$ cat src/rtl/multicycle_data_path.sv
// Multicycle RISC-style datapath: FETCH -> DECODE -> EXEC -> {MEM} -> WB, one instruction in flight.
// Control signals come from an external decoder and are consumed only in EXEC, MEM and WB.
module multicycle_data_path #(
  parameter int unsigned PC_W       = 8,
  parameter int unsigned DATA_W     = 32,
  parameter int unsigned DM_ADDRESS = 9,
  parameter int unsigned ALU_CC_W   = 4,
  parameter int unsigned PC_STEP    = 4
) (
  input  logic                  clk,
  input  logic                  reset,
  input  logic                  reg_write,
  input  logic                  mem2reg,
  input  logic                  alu_src,
  input  logic                  mem_write,
  input  logic                  mem_read,
  input  logic                  branch,
  input  logic [ALU_CC_W-1:0]   alu_cc,
  output logic [6:0]            opcode,
  output logic [2:0]            funct3,
  output logic [6:0]            funct7,
  output logic [PC_W-1:0]       imem_addr,
  output logic                  imem_req,
  input  logic [31:0]           imem_rdata,
  input  logic                  imem_ready,
  output logic [DM_ADDRESS-1:0] dmem_addr,
  output logic                  dmem_req,
  output logic                  dmem_we,
  output logic [DATA_W-1:0]     dmem_wdata,
  input  logic [DATA_W-1:0]     dmem_rdata,
  input  logic                  dmem_ready,
  output logic [DATA_W-1:0]     alu_result,
  output logic                  retire
);

  typedef enum logic [2:0] {FETCH, DECODE, EXEC, MEM, WB} state_t;

  localparam logic [ALU_CC_W-1:0] CC_AND = ALU_CC_W'(4'b0000);
  localparam logic [ALU_CC_W-1:0] CC_OR  = ALU_CC_W'(4'b0001);
  localparam logic [ALU_CC_W-1:0] CC_ADD = ALU_CC_W'(4'b0010);
  localparam logic [ALU_CC_W-1:0] CC_SUB = ALU_CC_W'(4'b0110);
  localparam logic [ALU_CC_W-1:0] CC_SLT = ALU_CC_W'(4'b0111);
  localparam logic [ALU_CC_W-1:0] CC_NOR = ALU_CC_W'(4'b1100);

  state_t            state, state_n;
  logic [PC_W-1:0]   pc;
  logic [31:0]       ir;
  logic [DATA_W-1:0] a, b, alu_out, mdr;
  logic [DATA_W-1:0] rf [32];

  logic [4:0]        rs1, rs2, rd;
  logic [DATA_W-1:0] rs1_val, rs2_val;
  logic [11:0]       imm_i, imm_s;
  logic [12:0]       imm_b;
  logic [DATA_W-1:0] imm, op_b, alu_y, wb_val;
  logic [PC_W-1:0]   pc_seq, pc_br;

  assign rs1 = ir[19:15];
  assign rs2 = ir[24:20];
  assign rd  = ir[11:7];

  assign rs1_val = (rs1 == 5'd0) ? '0 : rf[rs1];
  assign rs2_val = (rs2 == 5'd0) ? '0 : rf[rs2];

  // IR is frozen from DECODE to retire, so forming the immediate here with the
  // EXEC-time controls is equivalent to latching it in DECODE, and keeps the
  // controls from being consulted before EXEC.
  assign imm_i = ir[31:20];
  assign imm_s = {ir[31:25], ir[11:7]};
  assign imm_b = {ir[31], ir[7], ir[30:25], ir[11:8], 1'b0};

  always_comb begin
    imm = {{(DATA_W-12){imm_i[11]}}, imm_i};
    if (branch)
      imm = {{(DATA_W-13){imm_b[12]}}, imm_b};
    else if (mem_write)
      imm = {{(DATA_W-12){imm_s[11]}}, imm_s};
  end

  assign op_b = alu_src ? imm : b;

  always_comb begin
    alu_y = '0;
    unique case (alu_cc)
      CC_AND:  alu_y = a & op_b;
      CC_OR:   alu_y = a | op_b;
      CC_ADD:  alu_y = a + op_b;
      CC_SUB:  alu_y = a - op_b;
      CC_SLT:  alu_y = {{(DATA_W-1){1'b0}}, ($signed(a) < $signed(op_b))};
      CC_NOR:  alu_y = ~(a | op_b);
      default: alu_y = '0;
    endcase
  end

  assign pc_seq = pc + PC_W'(PC_STEP);
  assign pc_br  = pc + imm[PC_W-1:0];
  assign wb_val = mem2reg ? mdr : alu_out;

  always_ff @(posedge clk or negedge reset) begin
    if (!reset) state <= FETCH;
    else        state <= state_n;
  end

  always_comb begin
    state_n = state;
    unique case (state)
      FETCH:   if (imem_ready) state_n = DECODE;
      DECODE:  state_n = EXEC;
      EXEC: begin
        if (branch)                      state_n = FETCH;
        else if (mem_read || mem_write)  state_n = MEM;
        else                             state_n = WB;
      end
      MEM:     if (dmem_ready) state_n = WB;
      WB:      state_n = FETCH;
      default: state_n = FETCH;
    endcase
  end

  always_ff @(posedge clk or negedge reset) begin
    if (!reset) begin
      pc      <= '0;
      ir      <= '0;
      a       <= '0;
      b       <= '0;
      alu_out <= '0;
      mdr     <= '0;
    end else begin
      unique case (state)
        FETCH:  if (imem_ready) ir <= imem_rdata;
        DECODE: begin
          a <= rs1_val;
          b <= rs2_val;
        end
        EXEC: begin
          alu_out <= alu_y;
          if (branch) pc <= (a == b) ? pc_br : pc_seq;
        end
        MEM:    if (dmem_ready && mem_read && !mem_write) mdr <= dmem_rdata;
        WB:     pc <= pc_seq;
        default: ;
      endcase
    end
  end

  always_ff @(posedge clk or negedge reset) begin
    if (!reset) begin
      for (int unsigned i = 0; i < 32; i++) rf[i] <= '0;
    end else if (state == WB && reg_write && rd != 5'd0) begin
      rf[rd] <= wb_val;
    end
  end

  // Fetch request is held off while reset is asserted and re-raised on release.
  assign imem_req   = (state == FETCH) && reset;
  assign imem_addr  = pc;
  assign dmem_req   = (state == MEM);
  assign dmem_we    = (state == MEM) && mem_write;
  assign dmem_addr  = alu_out[DM_ADDRESS-1:0];
  assign dmem_wdata = b;
  assign alu_result = alu_out;
  assign retire     = (state == WB) || (state == EXEC && branch);

  assign opcode = ir[6:0];
  assign funct3 = ir[14:12];
  assign funct7 = ir[31:25];

endmodule

$ cat config.mk
export PLATFORM = sky130hd
export DESIGN_NAME = multicycle_data_path
export DESIGN_NICKNAME = d
export VERILOG_FILES = /design/src/rtl/multicycle_data_path.sv
export SDC_FILE = /design/constraint.sdc
export NUM_CORES = 2
export LEC_CHECK = 0
export CAP_MARGIN = 20
export CORE_MARGIN = 10
export CORE_UTILIZATION = 40
export DETAILED_ROUTE_END_ITERATION = 10
export GPL_TIMING_DRIVEN = 0
export PLACE_DENSITY = 0.64
export RECOVER_POWER = 25
export REMOVE_ABC_BUFFERS = 1
export SLEW_MARGIN = 10
export SYNTH_ARGS = -nofsm -noshare
export SYNTH_HDL_FRONTEND = slang
export SYNTH_SLANG_ARGS = --single-unit
export TNS_END_PERCENT = 30
$ cat constraint.sdc
create_clock -name clk -period 7.6 [get_ports clk]
set_input_delay 1.52 -clock clk [delete_from_list [all_inputs] [get_ports clk]]
set_output_delay 1.52 -clock clk [all_outputs]
set_load 0.03 [all_outputs]
**Word-level counts from Yosys, hierarchy flattened**

Index checks and enable logic that the tools add are counted.

- Register bits: 1195
- Input port bits: 78
- Output and inout port bits: 102
- Word-level logic and storage cells: 112

- $add $sub $neg: 4
- Magnitude comparators: 5
- Eq/ne operators: 13
- Mux-type cells: 24
- Bitwise logic cells: 6
- Reductions and logical operators: 21

Operators by type and width:

| cell | number |
|---|---|
| $bwmux 1024 | 1 |
| $bmux 32 s5 | 2 |
| $mux 32 | 9 |
| $pmux 32 s6 | 1 |
| $demux 32 s5 | 1 |
| $add 32x32->32 | 1 |
| $and 32x32->32 | 1 |
| $eq 32x32->1 | 1 |
| $lt 32x32->1 | 1 |
| $not 32->32 | 1 |
| $or 32x32->32 | 1 |
| $sub 32x32->32 | 1 |
| $ge 6x6->1 const B | 3 |
| $not 5->6 | 3 |
| $mux 8 | 2 |
| $pmux 8 s2 | 1 |
| $mux 12 | 1 |
| $mux 3 | 4 |
| $pmux 3 s4 | 1 |
| $logic_not 5->1 | 2 |
| $add 8x3->8 const B | 1 |
| $add 8x8->8 | 1 |
| $eq 4x3->1 const B | 2 |
| $logic_and 1x1->1 | 8 |
| 17 further kinds | 23 |

**Depth between registers and ports, before layout**

- Depth after elaboration: 6
- Mapped depth: 21
- Gate-level depth less buffers: 16

**Least setup slack after synthesis**

OpenSTA, ideal clock, no wires.

- Kind: input-to-reg
- From: input branch
- To: register alu_out[21] (netlist: alu_result[21])
- Library setup time: 0.142 ns
- Data arrival time: 4.679 ns
- Data required time: 7.458 ns
- Path slack: 2.779 ns
- Stages: 16
- Buffers on the path: 1
- Path through: clkbuf_1 -> nor2_1 -> mux2i_1 -> a21o_1 -> inv_1 -> ha_1 -> a21o_1 -> a21oi_2 -> o211ai_1 -> a31o_1 -> a311o_1 -> a2111o_1 -> a31oi_1 -> o22ai_1 -> xnor2_1 -> o221ai_1

- Cells in the longest elaborated chain, start to end: 4
- Elaborated cells on any way between the ends: 5
- Those cells by class: 2 x add/sub; 3 x mux

Ends and longest elaborated chain:

| element | line | source |
|---|---|---|
| start, declared | 17 | `input logic branch,` |
| $mux 12 (*) | 74 | `if (branch)` |
| $mux 32 (*) | 80 | `assign op_b = alu_src ? imm : b;` |
| $sub 32x32->32 / $add 32x32->32 (equally long branches) | 88, 87 |  |
| $pmux 32 s6 (*) | 84 | `unique case (alu_cc)` |
| end signal, assigned | 136 | `alu_out <= alu_y;` |
| end, declared | 48 | `logic [DATA_W-1:0] a, b, alu_out, mdr;` |

Mark *: on every way between the ends. The rest lies on a longest branch, timed or not.
A chain may end at the register's enable or synchronous reset.

**Worst setup path after layout**

- From: input alu_src
- To: register alu_out[30] (netlist: alu_result[30])

- Cells in the longest elaborated chain, start to end: 4
- Elaborated cells on any way between the ends: 7
- Those cells by class: 2 x add/sub; 2 x mux; 3 x bitwise

Ends and longest elaborated chain:

| element | line | source |
|---|---|---|
| start, declared | 14 | `input logic alu_src,` |
| $mux 32 (*) | 80 |  |
| parallel branches: the longest is 2 deep, another holds $sub 32x32->32 | n/a |  |
| $pmux 32 s6 (*) | 84 |  |

Mark *: on every way between the ends.

==> metrics.txt <==
status=finished, violations left; failing checks=max-capacitance violations, max-slew violations; clock tree buffer depth=3; die area=around 180,000 sq um; min Tclk post-route=approximately 6.7 ns; row cnt=about 150; core box area=~160,000 sq um; count of different cell masters after synthesis=68; Synth Area per Inst=approximately 10 sq um; PwrDens=358.2 nW/um^2; dominant cells by area after synthesis=dfrtp_1 (46%), mux4_2 (15%), a21oi_1 (5.8%); worst slew pin tran=3.884 ns; num ports=180; worst skew pair latency=roughly 0.80 ns; Syn-to-layout area delta=16.35%; Chip Width=roughly 420 um; peak fanout along the critical path=22; Ys Warns=0; asr flop ratio synth=1.000; clock share of power=0.250; Mapped Area=64,390 sq um; Reg power frac=0.330; drt drc=0; Setup Buffers After CTS=0; post-CTS sizing=0; unrepaired setup endpoints after global routing=false; Antenna Nets Post-Route=0; worst endpoint required time=between 8 and 9 ns; crit start category=input pin; P_leak=approximately 32 nW; routability cong.=approximately 0.91; Max Clk Rate=148.7 MHz; Final HPWL DP=around 150,000 um; H-tree depth=4; max_cap viols=3; Seq/Total Area, Yosys=0.4644; fin nets=slightly above 6,000; gr usage total=0.2443; clock transition at the registers of the reported paths=0.06 ns; VDD IR-drop max=around 0.32 mV; NetSw=11.04 mW; layout cells sized above 1=0.1744; via density per instance=6.116; critical path class=input pin to flip-flop; Die Span Y=about 420 um; CTS tree=built; antenna violations before repair=6; 1st-iter DRT viols=between 5,000 and 6,000; vias in the first global route=a little over 50,000; worst hold-check path type=flip-flop to flip-flop; crit end category=flip-flop; Inserted Clock Buffers=130; top cell type by total area after synthesis=dfrtp_1; Seq cells post-synth=about 1,200; final max-slew violation count=a little over 400; Port Buf Inserts=between 150 and 200; data arrival time of the worst path=about 7.4 ns; Congestion Overflow GR=0; Post-Layout Inst Area=approximately 75,000 sq um; Final Hold Viols=0; Pre-Repair DR Iteration Count=6; Final setup viols=0; Hold Buf Count CTS=0; Rel. slew slack=-1.589; Synth top area share=0.4644; cell count after synthesis=just over 6,000; pin count of the biggest net entering global routing=approximately 170; Setup Skew=0.02805 ns; Cell Area, Placed=between 70,000 and 80,000 sq um; switching share of total power=0.4115; WL per Instance=approximately 27 um; first-pass GRT wire length=~330,000 um; internal power component=15.79 mW; DR vias=between 50,000 and 60,000; Root Driver=clkbuf_16; Primary FF master, synth=dfrtp_1; Tcrit/Tclk final=0.8847; Pwr Total=around 27 mW; Post-synth EDFFs=0; Starting Density=0.4019; final wirelength=~220,000 um; clock sink count=~1,200; combinational fraction of design power=0.420
[kinds of logic after synthesis]
logic type / synth area share
AND/OR/NAND/NOR: 0.09001
XOR/XNOR: 0.009522
multiplexers: 0.2172
adder cells (fa/ha/maj): 0.02114
buffers and inverters: 0.04539
AO/OA/AOI/OAI: 0.1523
flip-flops: 0.4644
[critical path: stages]
cell,delay (ns)
clkdlybuf4s50_1,1.10
inv_1,0.79
nor3_1,0.48
a21o_1,0.17
ha_1,0.25
inv_1,0.08
fa_1,0.41
nor2b_1,0.16
o21ai_1,0.19
a31o_2,0.23
o211ai_1,0.20
o211ai_2,0.30
o31ai_1,0.21
a221o_1,0.41
a221o_1,0.33
xor2_1,0.16
o311ai_1,0.35
[routing by layer]
metal,up-vias,part of all wire,track usage
met5,-,0,0
met1,25620,0.38,0.3000
li1,21930,-,-
met4,0,0.071,0.1563
met3,698,0.080,0.05088
met2,2378,0.47,0.3915
[registers in the layout, indices dropped and copies added, names as in the netlist]
register / cells
a: 32
ir: 32
imem_addr: 8
dmem_wdata: 32
mdr: 32
state: 3
rf: 1024
alu_result: 32
[final timing paths]
| path | start | end | slack, ns | cells past startpoint |
|---|---|---|---|---|
| max in group asynchronous | reset | rf[919] | 2.73 | 2 |
| worst min register to register | rf[992] | rf[992] | 0.40 | 0 |
| worst max register to register | ir[20] | alu_result[30] | 2.18 | 18 |
| worst max-delay path | alu_src | alu_result[30] | 0.88 | 17 |
| min in group asynchronous | reset | rf[741] | 0.63 | 1 |
| worst min-delay path | rf[992] | rf[992] | 0.40 | 0 |
[metrics by stage]
stage / utilization / hold WS (ns) / instances / TNS (ns) / setup WS, ns
floorplan: - / 0.3689 / 5536 / -735.61 / -10.53
global placement: 0.4143 / 0.3800 / 7875 / - / -49.71
detailed placement: 0.4398 / 0.3875 / 8036 / 0 / 0.3014
CTS: 0.4677 / 0.3997 / 8270 / 0 / 1.062
global route: 0.4676 / 0.4061 / 8276 / 0 / 0.8318
finish: 0.4676 / 0.3973 / 8278 / 0 / 0.8760
[power groups by stage]
stage,Combinational [mW],Sequential (mW),Clock [mW]
3_5_place_dp,11.1,8.94,0
3_3_place_gp,8.75,10.1,0
6_report,11.3,8.86,6.70
2_1_floorplan,6.10,9.33,0
4_1_cts,11.1,8.84,6.78
5_1_grt,11.9,8.95,7.03
[area by class of cell]
type,instances,area [sq um]
Inverter,108,405.4
Multi-Input combinational cell,4233,32310
Fill cell,14340,85280
Timing Repair Buffer,342,5075
Clock inverter,49,685.7
Tap cell,2160,2703
Antenna cell,6,15.01
Clock buffer,185,3785
Sequential cell,1195,29940
[cell usage in the layout (no fill, tap or decap), drive strengths merged, types with 78 or more instances in the layout]
cell	netlist	layout
mux4	419	419
nor2	635	635
clkbuf	507	189
nand2	624	624
mux2i	255	255
o22ai	133	133
a21oi	747	747
mux2	177	177
inv	108	119
dfrtp	1195	1195
o21ai	645	645
ha	104	104
buf	119	162
clkdlybuf4s50	0	176
o221ai	78	78
[Yosys cell counts, drive strengths merged, types with 6 or more instances]
library cell and number:
nor2b 36, and3 7, ha 104, a221oi 32, nand4 7, mux2 177
and2 6, o221ai 78, nand2b 17, a21oi 747, nor3 56, inv 108
o21ai 645, mux2i 255, clkbuf 507, o21bai 11, xor2 37, a31oi 12
xnor2 33, o31ai 32, dfrtp 1195, nor4 15, mux4 419, nand2 624
a22o 9, nand3 16, buf 119, nor2 635, o211ai 8, a21o 26
o22ai 133
Note: power is estimated with default switching activity, not from simulation.
